$ cat src/rtl/serial_sub_pkg.sv
// Shared definitions for the bit-serial subtractor: FSM encoding and default width.
package serial_sub_pkg;

    localparam int unsigned DefaultWidth = 8;

    typedef enum logic [1:0] {
        StIdle  = 2'd0,
        StShift = 2'd1,
        StDone  = 2'd2
    } state_e;

endpackage

$ cat src/rtl/serial_sub_cell.sv
// Purely combinational 1-bit full subtractor: d = a - b - bin, bout = borrow out.
module serial_sub_cell (
    input  logic a,
    input  logic b,
    input  logic bin,
    output logic d,
    output logic bout
);

    assign d    = a ^ b ^ bin;
    assign bout = (~a & b) | (~a & bin) | (b & bin);

endmodule

$ cat src/rtl/serial_sub_ctrl.sv
// Bit-serial subtractor controller: captures a/b, subtracts LSB first through one
// full-subtractor cell, one bit per clock, and registers diff/borrow/zero on completion.
module serial_sub_ctrl
    import serial_sub_pkg::*;
#(
    parameter int unsigned WIDTH = DefaultWidth
) (
    input  logic             clk,
    input  logic             rst_n,
    input  logic             start,
    input  logic [WIDTH-1:0] a,
    input  logic [WIDTH-1:0] b,
    output logic             busy,
    output logic             done,
    output logic [WIDTH-1:0] diff,
    output logic             borrow,
    output logic             zero
);

    localparam int unsigned CntW = $clog2(WIDTH);
    localparam logic [CntW-1:0] CntLast = CntW'(WIDTH - 1);

    state_e           state_q, state_d;
    logic [WIDTH-1:0] a_sh_q, a_sh_d;
    logic [WIDTH-1:0] b_sh_q, b_sh_d;
    logic [WIDTH-1:0] diff_sh_q, diff_sh_d;
    logic             brw_q, brw_d;
    logic [CntW-1:0]  cnt_q, cnt_d;
    logic [WIDTH-1:0] diff_q, diff_d;
    logic             borrow_q, borrow_d;
    logic             zero_q, zero_d;

    logic cell_d;
    logic cell_bout;

    serial_sub_cell u_cell (
        .a    (a_sh_q[0]),
        .b    (b_sh_q[0]),
        .bin  (brw_q),
        .d    (cell_d),
        .bout (cell_bout)
    );

    // Next-state logic for the FSM, shift datapath and result registers.
    always_comb begin
        state_d   = state_q;
        a_sh_d    = a_sh_q;
        b_sh_d    = b_sh_q;
        diff_sh_d = diff_sh_q;
        brw_d     = brw_q;
        cnt_d     = cnt_q;
        diff_d    = diff_q;
        borrow_d  = borrow_q;
        zero_d    = zero_q;

        unique case (state_q)
            StIdle: begin
                if (start) begin
                    a_sh_d  = a;
                    b_sh_d  = b;
                    brw_d   = 1'b0;
                    cnt_d   = '0;
                    state_d = StShift;
                end
            end
            StShift: begin
                a_sh_d    = a_sh_q >> 1;
                b_sh_d    = b_sh_q >> 1;
                diff_sh_d = {cell_d, diff_sh_q[WIDTH-1:1]};
                brw_d     = cell_bout;
                cnt_d     = cnt_q + CntW'(1);
                if (cnt_q == CntLast) begin
                    // Last bit: publish the result; cnt restarts so it never exceeds WIDTH-1.
                    state_d  = StDone;
                    cnt_d    = '0;
                    diff_d   = diff_sh_d;
                    borrow_d = cell_bout;
                    zero_d   = (diff_sh_d == '0);
                end
            end
            StDone: begin
                state_d = StIdle;
            end
            default: begin
                state_d = StIdle;
            end
        endcase
    end

    // State and datapath registers with asynchronous active-low reset.
    always_ff @(posedge clk or negedge rst_n) begin
        if (!rst_n) begin
            state_q   <= StIdle;
            a_sh_q    <= '0;
            b_sh_q    <= '0;
            diff_sh_q <= '0;
            brw_q     <= 1'b0;
            cnt_q     <= '0;
            diff_q    <= '0;
            borrow_q  <= 1'b0;
            zero_q    <= 1'b1;
        end else begin
            state_q   <= state_d;
            a_sh_q    <= a_sh_d;
            b_sh_q    <= b_sh_d;
            diff_sh_q <= diff_sh_d;
            brw_q     <= brw_d;
            cnt_q     <= cnt_d;
            diff_q    <= diff_d;
            borrow_q  <= borrow_d;
            zero_q    <= zero_d;
        end
    end

    // Status outputs decode directly from the registered state.
    always_comb begin
        busy = (state_q == StShift) || (state_q == StDone);
        done = (state_q == StDone);
    end

    assign diff   = diff_q;
    assign borrow = borrow_q;
    assign zero   = zero_q;

endmodule

$ cat config.mk
export PLATFORM = sky130hd
export DESIGN_NAME = serial_sub_ctrl
export DESIGN_NICKNAME = d
export VERILOG_FILES = /design/src/rtl/serial_sub_pkg.sv /design/src/rtl/serial_sub_cell.sv /design/src/rtl/serial_sub_ctrl.sv
export SDC_FILE = /design/constraint.sdc
export NUM_CORES = 1
export LEC_CHECK = 0
export ABC_CLOCK_PERIOD_IN_PS = 4019
export BUFFER_PORTS_ARGS = -buffer_cell sky130_fd_sc_hd__buf_2
export CAP_MARGIN = 15
export CORE_MARGIN = 3
export CORE_UTILIZATION = 50
export CTS_BUF_LIST = sky130_fd_sc_hd__clkbuf_4
export DETAILED_ROUTE_END_ITERATION = 8
export PLACE_DENSITY = 0.73
export SYNTH_ARGS = -nofsm -noshare
export SYNTH_HDL_FRONTEND = slang
export SYNTH_SLANG_ARGS = --single-unit
$ cat constraint.sdc
create_clock -name clk -period 4.02 [get_ports clk]
set_input_delay 0.402 -clock clk [delete_from_list [all_inputs] [get_ports clk]]
set_output_delay 0.402 -clock clk [all_outputs]
set_load 0.02 [all_outputs]
# Word level (Yosys, flattened, before mapping)
# Cells that the tools add are included.
dict set report totals {
  ff_bits 40
  inputBits 19
  output_inout_bits 12
  word_cells 42
}
dict set report op_classes {
  n_addsub 1
  eq_ne 5
  mux 12
  n_bitwise 8
  n_reduce_logical 7
}
# cell count
set op_table {}
lappend op_table {{case mux 8 bit (2 select lines)} 2}
lappend op_table {{2-to-1 mux 8 bit} 2}
lappend op_table {{zero test 8 bit} 1}
lappend op_table {{2-to-1 mux 3 bit} 2}
lappend op_table {{case mux 3 bit (2 select lines)} 1}
lappend op_table {{AND reduction 2 bit} 3}
lappend op_table {{2-to-1 mux 2 bit} 2}
lappend op_table {{inequality test 2 bit, second input constant} 2}
lappend op_table {{case mux 2 bit (2 select lines)} 1}
lappend op_table {{adder 3 x 1 -> 3 bit, second input constant} 1}
lappend op_table {{AND 1 bit} 3}
lappend op_table {{== test 3 bit, second input constant} 1}
lappend op_table {{== test 2 x 1 -> 1 bit, second input constant} 1}
lappend op_table {{== test 2 bit, second input constant} 1}
lappend op_table {{zero test 2 bit} 1}
lappend op_table {{OR 1 bit} 2}
lappend op_table {{case mux 1 bit (2 select lines)} 1}
lappend op_table {{nonzero test 2 bit} 1}
lappend op_table {{XOR 1 bit} 2}
lappend op_table {{logical OR 1 bit} 1}
lappend op_table {{2-to-1 mux 1 bit} 1}
lappend op_table {{inverter 1 bit} 1}

# Depth between registers and ports, before layout
dict set report depth {
  word_depth 5
  ltp_mapped 7
  depth_no_buf 5
}

# By module
# Synthesis repeated with hierarchy kept, for this count alone.
dict set report hier_totals {
  cells_unflattened 140
  area_unflattened_um2 1814.2
}
# mod instances cells_per_inst area_each_um2 seq_area_each_um2
set modules_own_cells {}
lappend modules_own_cells {serial_sub_ctrl 1 137 1786.7 977.2}
lappend modules_own_cells {serial_sub_cell 1 3 27.5 0.0}

# Worst setup path before layout
# Ideal clock, no wire load.
dict set report synth_timing {
  kind {register to register}
  from {register cnt_q[0]}
  to {register borrow_q, in the netlist borrow}
  setup_ns 0.125
  arrival_time_ns 1.388
  required_time_ns 3.895
  setup_slack_ns 2.507
  path_stages_with_launch 6
  n_path_buf 1
  synth_period_minus_slack_ns 1.513
  path_cell_list {dfrtp_1 ha_1 ha_1 nand2_2 buf_2 mux2_2}
}
dict set report synth_via {
  elab_chain_cells 2
}
# element line
set synth_lines {}
lappend synth_lines {{from (decl)} serial_sub_ctrl.sv:28} ;# logic [CntW-1:0] cnt_q, cnt_d;
lappend synth_lines {{from (signal assigned)} serial_sub_ctrl.sv:108} ;# cnt_q <= cnt_d;
lappend synth_lines {{== test 3 bit} serial_sub_ctrl.sv:72} ;# if (cnt_q == CntLast) begin
lappend synth_lines {{AND reduction 2 bit (no source line)} n/a}
lappend synth_lines {{to (signal assigned)} serial_sub_ctrl.sv:110} ;# borrow_q <= borrow_d;
lappend synth_lines {{to (decl)} serial_sub_ctrl.sv:30} ;# logic borrow_q, borrow_d;
# Every way passes these cells.
# A chain may end at the register's enable or synchronous reset.

# Worst setup path after layout
dict set report layout_timing {
  from {register state_q[1]}
  to {register a_sh_q[2]}
}
dict set report layout_via {
  elab_chain_cells 3
  elab_cells_between_ends 6
  cone_classes {eq/ne: 2; mux: 1; reduce/logical: 3}
}
# element line
set layout_lines {}
lappend layout_lines {{from (decl)} serial_sub_ctrl.sv:23} ;# state_e state_q, state_d;
lappend layout_lines {{from (signal assigned)} serial_sub_ctrl.sv:93} ;# state_q <= StIdle;
lappend layout_lines {{from (signal assigned)} serial_sub_ctrl.sv:103} ;# state_q <= state_d;
lappend layout_lines {{== test 2 x 1 -> 1 bit / zero test 2 bit (equally long branches)} serial_sub_ctrl.sv:56} ;# unique case (state_q)
lappend layout_lines {{nonzero test 2 bit (no source line) / inequality test 2 bit (equally long branches)} n/a}
lappend layout_lines {{AND reduction 2 bit (no source line)} n/a}
lappend layout_lines {{to (signal assigned)} serial_sub_ctrl.sv:104} ;# a_sh_q <= a_sh_d;
lappend layout_lines {{to (decl)} serial_sub_ctrl.sv:24} ;# logic [WIDTH-1:0] a_sh_q, a_sh_d;
# Parallel ways exist; a longest one is shown, timed or not.

==> out/qor.yml <==
floorplanning:
  die-width_um: 65.9
  dieArea_um2: 4340
  die_h_um: 65.9
  placementRows: 21
  ios: 31
  core_area_um2: 3390
  start_util_pct: 52.9
sta:
  fmax_mhz: 538
  finalSetupViolations: 0
  final_hold_viol_count: 0
  slew_viol_final: 0
  skew_ns: 0.00884
  slew_headroom_pct: 44.7
  rsz0062_at_grt: "no"
  fin_crit_ns: 1.86
  tns_ns: 0
  tightest_slew_ns: 0.829
  timing.final.crit_share_pct: 46.2
power:
  clkPwrFrac_pct: 12.6
  p_comb_share_pct: 45.4
  swShare_pct: 39.0
  power_frac_seq_pct: 42.0
  switchingPower_mw: 0.610
  p_int_mw: 0.954
  vdd_drop_max_mv: 0.329
  power_density_nw_per_um2: 771
  leakagePower_nw: 1.02
cells_and_area:
  seq_area_um2: 977
  num-fill-cells: 295
  n_antenna_cell: 0
  multi_input_area_um2: 732
  final_common_cell: "dfrtp_1"
  area_growth_pct: 13.0
  layout_common_cells: "dfrtp_1 (38), buf_2 (30), nand2_1 (22)"
  instances_no_fill: 221
  drive_above_1_share_pct: 40.6
  final_nets: 199
grt:
  overflow: 0
  grt_max_degree: 40
  track_usage_pct: 15.4
  grt_pass1_vias: 1111
  antenna_found_initial: 0
  grt_pass1_wl_um: 4990
cts:
  postCtsSetupBuffers: 0
  clock-sinks: 39
  htree_levels: 2
  cts_max_path_buffers: 2
  cts_tree: "yes"
  insertion_delay_ns: 0.34
  path_clk_slew_ns: 0.12
  cts-root-buf: "clkbuf_4"
  ctsResizeCount: 0
  cts_buffers: 5
  cts_hold_buf: 0
setup_path:
  crit_start: "state_q[1]"
  r2r_slack_ns: 2.16
  critPathRequiredTime_ns: 4.29
  cp-end-kind: "flop"
  endpoint: "a_sh_q[2]"
  r2r_end: "a_sh_q[2]"
  timing.rr.start: "state_q[1]"
  cp.arrival_ns: 2.13
  worstRegToRegCells: 7
  path_max_fanout: 25
  cp-start-kind: "flop"
  criticalPathCategory: "flop to flop"
synthesis:
  synth_cell_type_count: 24
  ys_async_sr_fraction_pct: 100
  avgSynthCellArea_um2: 12.6
  yosysWarningCount: 0
  synth-seq-area-share_pct: 54.5
  synth-edff-count: 0
  netlist_area_um2: 1790
  ys_ff_latch: 39
  syn_nets: 167
  synthCells: 142
  yosys_most_used_dff: "dfrtp_1"
routing:
  drt_iter0_drc: 42
  dr.pass1.iters: 3
  vias: 1125
  wl_per_cell_um: 13.0
  antenna_left: 0
  viasPerCell: 5.09
  wl_um: 2880
  drc_errors: 0
job:
  maxCapViolations: 0
placement:
  hpwlAfterDp_um: 2050
  placed_cells: 212
  gp_congestion: 0.713
  io_buffer_count: 30
run_status:
  status: "finished, final reports clean"
min_path:
  hold_class: "primary input to async pin"
-- power groups by stage --
stage	clock network [mW]	logic [mW]	registers, mW
detailed placement	0	0.685	0.667
finish	0.197	0.711	0.656
global route	0.226	0.790	0.680
global placement	0	0.657	0.658
floorplan	0	0.566	0.679
CTS	0.206	0.684	0.658
-- registers in the layout, indices dropped and copies added (netlist names) --
register   cells
cnt_q          3
state_q        2
borrow         1
diff_sh_q      7
diff           8
brw_q          1
b_sh_q         8
zero           1
a_sh_q         8
-- per-layer routing --
| metal | global-route usage (%) | part of all wire [%] | wire, um | up-vias |
|---|---|---|---|---|
| li1 | - | - | - | 561 |
| met1 | 19.9 | 44 | 1280 | 537 |
| met2 | 23.7 | 50 | 1440 | 22 |
| met3 | 5.61 | 4.4 | 127 | 5 |
| met4 | 5.44 | 1.3 | 38 | 0 |
| met5 | 0 | 0 | 0 | - |
-- stage by stage --
stage	area (um2)	utilization [%]	hold slack, ns	worst slack [ns]	power [mW]
2_1_floorplan	1790	-	0.106	2.51	1.24
3_3_place_gp	1940	57.3	0.458	1.93	1.31
3_5_place_dp	1940	57.3	0.468	1.80	1.35
4_1_cts	2000	59.0	0.179	1.77	1.55
5_1_grt	2030	59.8	0.203	2.01	1.70
6_report	2030	59.8	0.147	2.16	1.56
-- cell families (layout without fill, tap and decap cells) --
kind of cell	Yosys count	after routing	synth area share [%]
buffers and inverters	12	45	4.74
DFF	39	39	54.5
AOI/OAI and AO/OA	27	27	11.3
and+or+nand+nor	29	29	7.04
muxes	29	29	17.9
adders and majority gates	6	6	4.60
-- worst min path at each step --
| stage | startpoint | end | cells after the start | slack, ns |
|---|---|---|---|---|
| 2_1_floorplan | rst_n | a_sh_q[0] | 0 | 0.11 |
| 3_3_place_gp | diff[7] | diff[7] | 2 | 0.46 |
| 3_5_place_dp | b_sh_q[2] | b_sh_q[2] | 2 | 0.47 |
| 4_1_cts | rst_n | diff[0] | 1 | 0.18 |
| 5_1_grt | rst_n | diff[6] | 1 | 0.20 |
| 6_report | rst_n | diff[0] | 1 | 0.15 |
-- critical path: stages (launching register included) --
cell	delay (ns)
dfrtp_1	0.40
inv_1	0.08
ha_1	0.18
buf_4	0.25
mux2i_4	0.47
buf_16	0.23
nand2_1	0.08
o21ai_1	0.08
-- cells in the mapped netlist (all sizes together) (2+ instances only) --
cell / n / share of area [%]
buf: 7 / 3.7
dfrtp: 38 / 53
nand2b: 2 / 0.70
o21ai: 19 / 8.2
inv: 5 / 1.0
ha: 5 / 3.5
a22o: 4 / 2.0
nand2: 23 / 5.0
mux2i: 15 / 9.1
a21oi: 4 / 1.1
mux2: 14 / 8.8
-- cell type report --
class,count,area share [%]
well taps,46,2.84
repair buffers,32,9.13
multi-input cells,91,36.1
inverters,5,0.925
flip-flops and latches,39,48.2
clock buffers,5,1.85
clock inverters,3,0.987
Power figures use the tool's default switching activity.
